<file path="src/rtl/shift_rx.sv">
// shift_rx: serial frame receiver (start, 8 data MSB/LSB-first, even parity, stop) to parallel byte.
module shift_rx (
  input  logic       clk,
  input  logic       clr,
  input  logic       sin,
  input  logic       en,
  input  logic       dir,
  output logic [7:0] dout,
  output logic       valid,
  output logic       perr,
  output logic       ferr,
  output logic       busy
);
  typedef enum logic [1:0] {IDLE, DATA, PARITY, STOP} state_t;
  state_t     state_q, state_d;
  logic [7:0] sr_q, sr_d, dout_q, dout_d;
  logic [2:0] cnt_q, cnt_d;
  logic       ord_q, ord_d, par_q, par_d, valid_q, valid_d, perr_q, perr_d, ferr_q, ferr_d;
  always_ff @(posedge clk or negedge clr) begin
    if (!clr) begin
      state_q <= IDLE;
      sr_q    <= 8'h00;
      cnt_q   <= 3'd0;
      ord_q   <= 1'b0;
      par_q   <= 1'b0;
      dout_q  <= 8'h00;
      valid_q <= 1'b0;
      perr_q  <= 1'b0;
      ferr_q  <= 1'b0;
    end else begin
      state_q <= state_d;
      sr_q    <= sr_d;
      cnt_q   <= cnt_d;
      ord_q   <= ord_d;
      par_q   <= par_d;
      dout_q  <= dout_d;
      valid_q <= valid_d;
      perr_q  <= perr_d;
      ferr_q  <= ferr_d;
    end
  end
  // valid defaults low so it is a single-cycle pulse even when en stays low
  always_comb begin
    state_d = state_q;
    sr_d    = sr_q;
    cnt_d   = cnt_q;
    ord_d   = ord_q;
    par_d   = par_q;
    dout_d  = dout_q;
    valid_d = 1'b0;
    perr_d  = perr_q;
    ferr_d  = ferr_q;
    if (en) begin
      case (state_q)
        IDLE: if (!sin) begin
          state_d = DATA;
          cnt_d   = 3'd0;
          ord_d   = dir;
        end
        DATA: begin
          sr_d    = ord_q ? {sr_q[6:0], sin} : {sin, sr_q[7:1]};
          cnt_d   = cnt_q + 3'd1;
          state_d = (cnt_q == 3'd7) ? PARITY : DATA;
        end
        PARITY: begin
          par_d   = sin;
          state_d = STOP;
        end
        default: begin
          dout_d  = sr_q;
          valid_d = 1'b1;
          perr_d  = (^sr_q) ^ par_q;
          ferr_d  = ~sin;
          state_d = IDLE;
        end
      endcase
    end
  end
  assign dout  = dout_q;
  assign valid = valid_q;
  assign perr  = perr_q;
  assign ferr  = ferr_q;
  assign busy  = (state_q != IDLE);
endmodule

</file>
<file path="config.mk">
export PLATFORM = sky130hd
export DESIGN_NAME = shift_rx
export DESIGN_NICKNAME = d
export VERILOG_FILES = /design/src/rtl/shift_rx.sv
export SDC_FILE = /design/constraint.sdc
export NUM_CORES = 1
export LEC_CHECK = 0
export BUFFER_PORTS_ARGS = -buffer_cell sky130_fd_sc_hd__buf_4
export CAP_MARGIN = 0
export CORE_MARGIN = 2
export CORE_UTILIZATION = 49
export DETAILED_ROUTE_END_ITERATION = 10
export GPL_ROUTABILITY_DRIVEN = 0
export GPL_TIMING_DRIVEN = 0
export PLACE_DENSITY = 0.71
export RECOVER_POWER = 50
export SLEW_MARGIN = 10
export SYNTH_ARGS = -nofsm -noshare
export SYNTH_HDL_FRONTEND = slang
export SYNTH_SLANG_ARGS = --single-unit
</file>
<file path="constraint.sdc">
create_clock -name clk -period 1.3 [get_ports clk]
set_input_delay 0 -clock clk [delete_from_list [all_inputs] [get_ports clk]]
set_output_delay 0 -clock clk [all_outputs]
set_load 0.1 [all_outputs]
</file>
==> impl_metrics.yaml <==
timing:
  slew_viol_final: 0
  worst_slew_pin_slew_ns: 0.645
  final.period_utilization_pct: 102
  rsz0062_at_grt: "yes"
  hold_violations: 0
  fmax_mhz: 755
  period_minus_slack_ns: 1.33
  finalSetupTns_ns: -0.0251
  maxSlewHeadroom_pct: 57.0
  hold_ws_ns: 0.212
  timing.final.setup_violations: 1
  finalWorstSetupSlack_ns: -0.0251
  clock-skew-final_ns: 0.00792
global_routing:
  grt_pass1_vias: 770
  grt_usage_pct: 18.3
  grt_pass1_wl_um: 3680
  overflow: 0
  antenna_found_initial: 0
  grt_max_degree: 27
finish:
  syn_to_final_growth_pct: 28.2
  diodes: 0
  nNetsFinal: 138
  drive_above_1_share_pct: 36.2
  final_area_um2: 1500
setup_path:
  cp_slowest_cell: "xnor3_1"
  worstPathArrival_ns: 1.55
  required_ns: 1.53
  setup.worst_path.end_class: "flop"
  crit_top_cell: "xnor2_1"
  critPathKind: "flop to flop"
  cp_cell_sequence: "xnor2_1 > xnor3_1 > xnor2_1 > o21ai_1"
  max_stage_delay_ns: 0.42
  worst_setup_path_start_kind: "flop"
  critPathMaxFanout: 2
drt:
  num_vias: 816
  ant_nets: 0
  drt-vias-per-instance: 5.16
  drc: 0
  wirelength_um: 2110
  drt_iter0_markers: 14
  drtPass1Iterations: 4
  wl_per_cell_um: 13.3
logic_synthesis:
  syn_nets: 108
  seq_area_frac_synth_pct: 55.7
  yosys_warnings: 0
  synth_area_per_cell_um2: 11.6
  synth_cell_types: 22
  synthesis.instances: 101
  ys_seq_elements: 26
  syn-cell-area_um2: 1170
clock_network:
  cts_buffer_depth: 2
  clock_latency_ns: 0.32
  clkTransAtPathRegs_ns: 0.14
  htreeDepth: 1
  cts_sinks: 26
  tritoncts: "built"
  clockRootBuffer: "clkbuf_4"
  cts-buffers-inserted: 3
place:
  dpl_worst_slack_ns: -0.158
  port_buffers: 16
  place_hpwl_um: 1420
  placed_cell_area_um2: 1330
floorplanning:
  fp.coreArea_um2: 2230
  start_util_pct: 52.3
  die-width_um: 52.8
  dieArea_um2: 2790
  ios: 17
  die_h_um: 52.8
  rows: 17
status:
  status: "finished, violations left"
  violations: "setup timing"
worst_hold_path:
  hold_class: "primary input to asynchronous set/reset pin"
flow_run:
  drv_cap: 0
==> worst paths after layout <==
path,start,endpoint,slack (ns),cells after the start
setup / recovery,sr_q[7],perr,-0.03,4
hold / removal,clr,cnt_q[2],0.21,2
setup reg to reg,sr_q[7],perr,-0.03,4
hold reg to reg,cnt_q[0],cnt_q[0],0.51,1
max in group asynchronous,clr,sr_q[6],0.63,2
min in group clk,dir,ord_q,0.45,3
==> final cells by class <==
type / instances / area (um^2)
Tap cell: 28 / 35.0
Sequential cell: 26 / 654
Clock buffer: 4 / 36.3
Fill cell: 168 / 737
Timing Repair Buffer: 28 / 228
Inverter: 2 / 7.51
Buffer: 2 / 18.8
Multi-Input combinational cell: 68 / 517
==> synthesized netlist by cell type (all sizes together) <==
library cell / n / share of area, %
xnor2: 4 / 3.0
clkbuf: 4 / 1.5
nand3b: 1 / 0.64
buf: 1 / 0.43
ha: 2 / 2.1
inv: 2 / 0.64
xor2: 2 / 1.5
nor3b: 1 / 0.64
mux2i: 8 / 6.9
o21ai: 17 / 7.3
nor2b: 1 / 0.54
nand3: 1 / 0.43
nor2: 1 / 0.32
nand2: 16 / 5.1
xnor3: 1 / 1.9
mux2: 9 / 8.7
or2: 1 / 0.54
a22o: 2 / 1.5
dfrtp: 26 / 56
nand2b: 1 / 0.54
==> cell usage in the layout, fill, tap and decap left out <==
master,n
nor3b_2,1
buf_12,1
nand2_2,1
clkbuf_4,3
dfrtp_1,23
buf_4,19
mux2_2,9
nand3_2,1
dlymetal6s2s_1,1
nand2_1,15
a22o_1,2
ha_1,2
xnor2_2,1
nor2b_4,1
mux2i_1,8
o21ai_1,2
inv_1,2
nor2_1,1
nand2b_1,1
xnor2_1,3
xnor3_1,1
o21ai_0,15
nand3b_1,1
clkbuf_8,1
or2_4,1
dlygate4sd3_1,4
dfrtp_2,3
clkbuf_2,4
buf_6,1
xor2_1,2
==> worst max-delay path: cells and delay by family, from the launching register on <==
family                    cells  cell delay [ns]
DFF                           1             0.41
xor gates and xnor gates      3             0.75
AOI/OAI and AO/OA             1             0.08
==> kinds of logic after synthesis <==
family          after synthesis  share of synthesized area, %
xor+xnor                      7                          6.43
buf+inv                       7                          2.57
compound gates               19                          8.79
simple gates                 23                          8.79
flops                        26                          55.7
fa+ha+maj                     2                          2.14
mux                          17                          15.5
==> sequential cells by signal, summed over array words and instances, names as in the netlist <==
signal,flops
state_q,2
par_q,1
sr_q,8
cnt_q,3
dout,8
ord_q,1
valid,1
perr,1
ferr,1
==> layer usage <==
layer  global-route usage (%)  vias to the layer above  share of wire (%)
met5                        0                        -                  0
met4                     7.69                        0                1.5
met3                     3.43                        4                3.7
met2                     26.3                       15                 44
met1                     26.9                      394                 51
li1                         -                      403                  -
==> timing repair <==
item                                    4_1_cts  5_1_grt
hold endpoints to repair                     30        0
pin swaps                                     3        2
buffers inserted                              5        3
hold buffers                                  4        0
endpoints found under the setup margin       17       17
resized for setup                            10        9
==> metrics by stage <==
| stage | cells | util (%) |
|---|---|---|
| finish | 158 | 67.0 |
| global route | 158 | 67.0 |
| CTS | 155 | 65.3 |
| detailed placement | 145 | 59.3 |
| global placement | 145 | 59.3 |
| floorplan | 101 | - |
Power is left out: the tool's default activity adds up to more than one toggle a clock period on the data nets, which glitch-free logic cannot reach.
